## config.mk

```make
export PLATFORM = sky130hd
export DESIGN_NAME = pool_sequencer
export DESIGN_NICKNAME = d
export VERILOG_FILES = /design/src/rtl/pool_sequencer.sv
export SDC_FILE = /design/constraint.sdc
export NUM_CORES = 1
export LEC_CHECK = 0
export ABC_AREA = 1
export CAP_MARGIN = 40
export CORE_MARGIN = 4
export CORE_UTILIZATION = 50
export CTS_CLUSTER_DIAMETER = 60
export DETAILED_ROUTE_END_ITERATION = 16
export DONT_BUFFER_PORTS = 1
export HOLD_SLACK_MARGIN = 0.1
export PLACE_DENSITY = 0.77
export SYNTH_ARGS = -nofsm -noshare
export SYNTH_HDL_FRONTEND = slang
export SYNTH_SLANG_ARGS = --single-unit
export TNS_END_PERCENT = 10
```

## constraint.sdc

```tcl
create_clock -name clk -period 2.2 [get_ports clk]
set_input_delay 0.22 -clock clk [delete_from_list [all_inputs] [get_ports clk]]
set_output_delay 0.22 -clock clk [all_outputs]
set_load 0.005 [all_outputs]
```

## src/rtl/pool_sequencer.sv

```systemverilog
// pool_sequencer: walks CH stacked MxM feature maps out of a 1-cycle-latency feature RAM,
// streams each map in raster order into a PxP pooler, clears the pooler between maps and
// writes every pooled result to a packed channel-major output buffer address.
// Optional feature: define POOL_SEQ_PERF_EN to add the cyc_cnt busy-cycle counter port.
module pool_sequencer #(
    parameter int unsigned M         = 12,
    parameter int unsigned P         = 3,
    parameter int unsigned N         = 16,
    parameter int unsigned CH        = 4,
    parameter int unsigned AW        = 10,
    parameter int unsigned OW        = 6,
    parameter int unsigned DRAIN_MAX = 64
) (
    input  logic          clk,
    input  logic          master_rst,
    input  logic          start,
    input  logic          hold,
    output logic          busy,
    output logic          done,
    output logic          err,
    output logic          rd_en,
    output logic [AW-1:0] rd_addr,
    input  logic [N-1:0]  rd_data,
    output logic          pool_rst_n,
    output logic          pool_ce,
    output logic [N-1:0]  pool_din,
    input  logic          pool_valid,
    input  logic          pool_end,
    input  logic [N-1:0]  pool_dout,
    output logic          wr_en,
    output logic [OW-1:0] wr_addr,
    output logic [N-1:0]  wr_data
`ifdef POOL_SEQ_PERF_EN
    ,
    output logic [31:0]   cyc_cnt
`endif
);

    localparam int unsigned MM  = M * M;
    localparam int unsigned R   = (M / P) * (M / P);
    localparam int unsigned CW  = $clog2(CH + 1);
    localparam int unsigned TW  = $clog2(DRAIN_MAX + 1);
    // One extra bit so a per-map result count of exactly 2^OW is still representable.
    localparam int unsigned OCW = OW + 1;

    localparam logic [AW-1:0]  MM_A     = AW'(MM);
    localparam logic [AW-1:0]  LAST_PIX = AW'(MM - 1);
    localparam logic [OW-1:0]  R_O      = OW'(R);
    localparam logic [OCW-1:0] R_C      = OCW'(R);
    localparam logic [CW-1:0]  CH_C     = CW'(CH);
    localparam logic [TW-1:0]  DRAIN_T  = TW'(DRAIN_MAX);

    typedef enum logic [2:0] {
        StIdle,
        StClear,
        StStream,
        StDrain,
        StNext,
        StDone
    } state_e;

    state_e         state_q, state_d;
    logic           clr_q, clr_d;
    logic [CW-1:0]  ch_q, ch_d;
    logic [AW-1:0]  pix_q, pix_d;
    logic [OCW-1:0] ocnt_q, ocnt_d;
    logic [TW-1:0]  timer_q, timer_d;
    logic           err_q, err_d;
    logic           rd_en_q;

    logic [OCW-1:0] ocnt_inc;
    logic [CW-1:0]  ch_inc;
    logic [TW-1:0]  timer_inc;

    // State and counter registers; async reset aborts any job immediately.
    always_ff @(posedge clk or negedge master_rst) begin
        if (!master_rst) begin
            state_q <= StIdle;
            clr_q   <= 1'b0;
            ch_q    <= '0;
            pix_q   <= '0;
            ocnt_q  <= '0;
            timer_q <= '0;
            err_q   <= 1'b0;
            rd_en_q <= 1'b0;
        end else begin
            state_q <= state_d;
            clr_q   <= clr_d;
            ch_q    <= ch_d;
            pix_q   <= pix_d;
            ocnt_q  <= ocnt_d;
            timer_q <= timer_d;
            err_q   <= err_d;
            rd_en_q <= rd_en;
        end
    end

    // Sequencing FSM: next state, counters and the RAM read strobe.
    always_comb begin
        state_d   = state_q;
        clr_d     = clr_q;
        ch_d      = ch_q;
        pix_d     = pix_q;
        timer_d   = timer_q;
        err_d     = err_q;
        rd_en     = 1'b0;
        ocnt_inc  = ocnt_q + OCW'(wr_en);
        ocnt_d    = ocnt_inc;
        ch_inc    = ch_q + CW'(1);
        timer_inc = timer_q + TW'(1);

        unique case (state_q)
            StIdle: begin
                if (start) begin
                    state_d = StClear;
                    clr_d   = 1'b0;
                    ch_d    = '0;
                    pix_d   = '0;
                    ocnt_d  = '0;
                    timer_d = '0;
                    err_d   = 1'b0;
                end
            end
            StClear: begin
                // Two cycles with the pooler held in reset.
                clr_d = 1'b1;
                if (clr_q) begin
                    clr_d   = 1'b0;
                    state_d = StStream;
                end
            end
            StStream: begin
                rd_en   = !hold;
                timer_d = '0;
                if (!hold) begin
                    pix_d = pix_q + AW'(1);
                    if (pix_q == LAST_PIX) begin
                        state_d = StDrain;
                    end
                end
            end
            StDrain: begin
                if (pool_end) begin
                    state_d = StNext;
                end else begin
                    timer_d = timer_inc;
                    if (timer_inc == DRAIN_T) begin
                        err_d   = 1'b1;
                        state_d = StDone;
                    end
                end
            end
            StNext: begin
                // Count includes a write landing in this very cycle.
                if (ocnt_inc != R_C) begin
                    err_d = 1'b1;
                end
                ocnt_d = '0;
                pix_d  = '0;
                ch_d   = ch_inc;
                clr_d  = 1'b0;
                if (ch_inc == CH_C) begin
                    state_d = StDone;
                end else begin
                    state_d = StClear;
                end
            end
            StDone: begin
                state_d = StIdle;
            end
            default: begin
                state_d = StIdle;
            end
        endcase
    end

    // Status, pooler interface and writeback outputs.
    always_comb begin
        busy       = (state_q == StClear) || (state_q == StStream) ||
                     (state_q == StDrain) || (state_q == StNext);
        done       = (state_q == StDone);
        err        = err_q;
        pool_rst_n = !((state_q == StIdle) || (state_q == StClear));
        rd_addr    = '0;
        if (state_q == StStream) begin
            rd_addr = AW'(ch_q) * MM_A + pix_q;
        end
        pool_ce  = rd_en_q;
        pool_din = rd_en_q ? rd_data : '0;
        // Reset gates the write strobe so the buffer sees nothing while the block is held.
        wr_en    = pool_valid & master_rst;
        wr_addr  = wr_en ? (OW'(ch_q) * R_O + OW'(ocnt_q)) : '0;
        wr_data  = wr_en ? pool_dout : '0;
    end

`ifdef POOL_SEQ_PERF_EN
    logic [31:0] cyc_q, cyc_d;

    // Busy-cycle counter: clears on accepted start, holds once the job ends.
    always_comb begin
        cyc_d = cyc_q;
        if ((state_q == StIdle) && start) begin
            cyc_d = '0;
        end else if (busy) begin
            cyc_d = cyc_q + 32'd1;
        end
    end

    // Busy-cycle counter register.
    always_ff @(posedge clk or negedge master_rst) begin
        if (!master_rst) begin
            cyc_q <= '0;
        end else begin
            cyc_q <= cyc_d;
        end
    end

    assign cyc_cnt = cyc_q;
`endif

endmodule
```

==> results.sh <==
export IMPL_status="finished, final reports clean"
export IMPL_synthesis_area_um2=2410
export IMPL_rows=25
export IMPL_path_max_fanout=6
export IMPL_vdd_ir_drop_max_mv=0.694
export IMPL_clock_path_buffers=2
export IMPL_slew_violations=0
export IMPL_grt_max_degree=34
export IMPL_cp_cell_sequence="ha_2 > fa_1 > nand2_1 > inv_1 > o21ai_0 > nand2_1 > a21oi_1"
export IMPL_layout_common_cells="nand2_1, inv_1, nor2_1"
export IMPL_max_slew_worst_pin_slew_ps=464
export IMPL_nNetsFinal=428
export IMPL_wirelength_mm=5.41
export IMPL_start_util=0.514
export IMPL_dp_hpwl_mm=4.12
export IMPL_slew_headroom=0.691
export IMPL_diodes=0
export IMPL_clockRootBuffer="clkbuf_8"
export IMPL_grt_pass1_vias=2031
export IMPL_stdcell_area_um2=2640
export IMPL_timing_setup_tns_ps=0
export IMPL_synth_area_leaders="dfrtp_1, nand2_1, inv_1, nor2_1, ha_1"
export IMPL_multi_input_area_um2=1280
export IMPL_critPathArrivalTime_ps=1850
export IMPL_ys_ff_latch=33
export IMPL_yosysSeqAreaShare=0.342
export IMPL_powerDensity_nw_per_um2=858
export IMPL_drt_first_pass_iters=4
export IMPL_grt_use_total=0.180
export IMPL_yosysTopAreaCell="dfrtp_1"
export IMPL_synth_distinct_cells=32
export IMPL_synth_fp_nets=417
export IMPL_max_freq_mhz=484
export IMPL_cp_slowest_stage_delay_ps=450
export IMPL_syn_avg_cell_area_um2=6.59
export IMPL_critPathRequiredTime_ps=1980
export IMPL_period_minus_slack_ps=2070
export IMPL_seqCellArea_um2=830
export IMPL_cts_buffers=5
export IMPL_ant_nets=0
export IMPL_finalHoldViolations=0
export IMPL_cp_slowest_cell="dfrtp_2"
export IMPL_drcViolationCount=0
export IMPL_synth_top_cell_area_share=0.342
export IMPL_cts_sinks=33
export IMPL_dieArea_um2=6000
export IMPL_critical_path_most_common_cell="nand2_1"
export IMPL_grt_pass1_wl_mm=8.88
export IMPL_layout_drive_gt1_share=0.101
export IMPL_cp_end_kind="output port"
export IMPL_ios=93
export IMPL_rsz0062_at_grt="no"
export IMPL_finalClockSkew_ps=10.9
export IMPL_tritoncts="built"
export IMPL_htreeDepth=2
export IMPL_clk_pin_slew_ps=70
export IMPL_drt_initial_drc_count=91
export IMPL_die_w_um=77.5
export IMPL_post_dp_cell_area_um2=2480
export IMPL_antenna_found_initial=0
export IMPL_routedWlPerCell_um=12.5
export IMPL_die_h_um=77.5
export IMPL_io_buffers=0
export IMPL_grt_overflow=0
export IMPL_vias_per_cell=5.16
export IMPL_cp_start_kind="flop"
export IMPL_yosysWarnings=0
export IMPL_drv_cap=0
export IMPL_globalplace_congestion=0.914
export IMPL_setup_viol_count_final=0
export IMPL_clk_insertion_delay_late_ps=290
export IMPL_core_area_um2=4690
export IMPL_finalCritPeriodShare=0.940
export IMPL_fin_util=0.562
export IMPL_vias=2229
export IMPL_hold_path_class="primary input to flop"
export IMPL_final_common_cell="nand2_1"
export IMPL_fillCellCount=444
export IMPL_setup_worst_path_class="flop to output port"
export IMPL_area_growth_pct=9.39
export IMPL_p_leak_uw=0.00147
export IMPL_synthesis_instances=366
==> flip-flops by register name (all words and copies together) (netlist names) <==
register,cells
ch_q,3
clr_q,1
err,1
ocnt_q,7
pix_q,10
pool_ce,1
state_q,3
timer_q,7
==> stage by stage <==
stage	setup WS, ps	hold WS, ps	cells	total power, uW
2_1_floorplan	312	-75.6	366	1570
3_3_place_gp	390	-75.0	418	1750
3_5_place_dp	373	-74.8	418	1780
4_1_cts	53.3	126	429	2250
5_1_grt	11.5	164	432	2480
6_report	132	131	432	2260
==> what timing repair did <==
action                                  CTS  global route
hold buffers                              3             0
endpoints found under the setup margin    0             2
gates resized for setup                   0             6
hold endpoints to repair                 34             0
buffers inserted                          0             3
==> path summary, 6_finish.rpt <==
kind	start	endpoint	slack, ps	depth (start not counted)
max in group asynchronous	master_rst	pix_q[6]	1630	2
setup reg to reg	pix_q[0]	state_q[1]	500	8
hold / removal	pool_end	timer_q[0]	130	3
hold reg to reg	clr_q	clr_q	510	2
min in group asynchronous	master_rst	ocnt_q[5]	380	2
setup / recovery	pix_q[4]	rd_addr[8]	130	7
==> cell usage after synthesis <==
library cell,count
o21ai_2,1
or2_2,1
nand2_1,96
o21bai_1,1
buf_1,1
a21oi_1,12
o21ai_1,1
xnor2_1,3
clkbuf_1,4
buf_4,1
nand3b_1,1
fa_1,1
inv_2,5
nand3_2,1
nor2_2,4
a31oi_1,1
a21oi_2,1
nand2_2,1
nand3_1,13
or2_1,1
o21ai_0,13
nor2_1,57
nand4_1,7
dfrtp_1,33
o31ai_2,3
a22o_1,1
ha_1,12
nor3_1,8
nor2_4,1
inv_1,71
o22ai_1,5
xor2_1,5
==> critical path, delay by kind of cell, from the launching register on <==
| kind | cells | cell delay, ps |
|---|---|---|
| buf+inv | 1 | 40 |
| flops | 1 | 450 |
| compound gates | 2 | 330 |
| simple gates | 2 | 160 |
| fa+ha+maj | 2 | 580 |
==> per-layer routing <==
metal  GRT usage  routed length [um]  part of all wire  vias up
li1            -                   -                 -     1150
met1       0.218                2480              0.46      988
met2       0.314                2510              0.46       86
met3      0.0418                 352             0.065        5
met4      0.0569                  62             0.011        0
met5           0                   0                 0        -
==> report_power, final <==
group	total [uW]	internal, uW	switching, uW
Combinational	981	314	668
Clock	449	219	230
Sequential	833	713	120
==> cells by family (layout without fill, tap and decap cells) <==
logic type	count (synthesis)	after routing	share of synthesized area
DFF	33	33	0.342
xor gates and xnor gates	8	8	0.0290
adders and majority gates	13	13	0.0705
and+or+nand+nor	191	191	0.330
AOI/OAI and AO/OA	39	39	0.0991
buffers and inverters	82	94	0.129
==> area by class of cell <==
| cell class | instances | area share |
|---|---|---|
| multi-input cells | 251 | 0.486 |
| flip-flops and latches | 33 | 0.314 |
| inverters | 76 | 0.108 |
| repair buffers | 10 | 0.0351 |
| clock buffers | 6 | 0.0275 |
| well taps | 54 | 0.0256 |
| clock inverters | 2 | 0.00379 |
No activity file was read; power rests on OpenSTA's default activity.
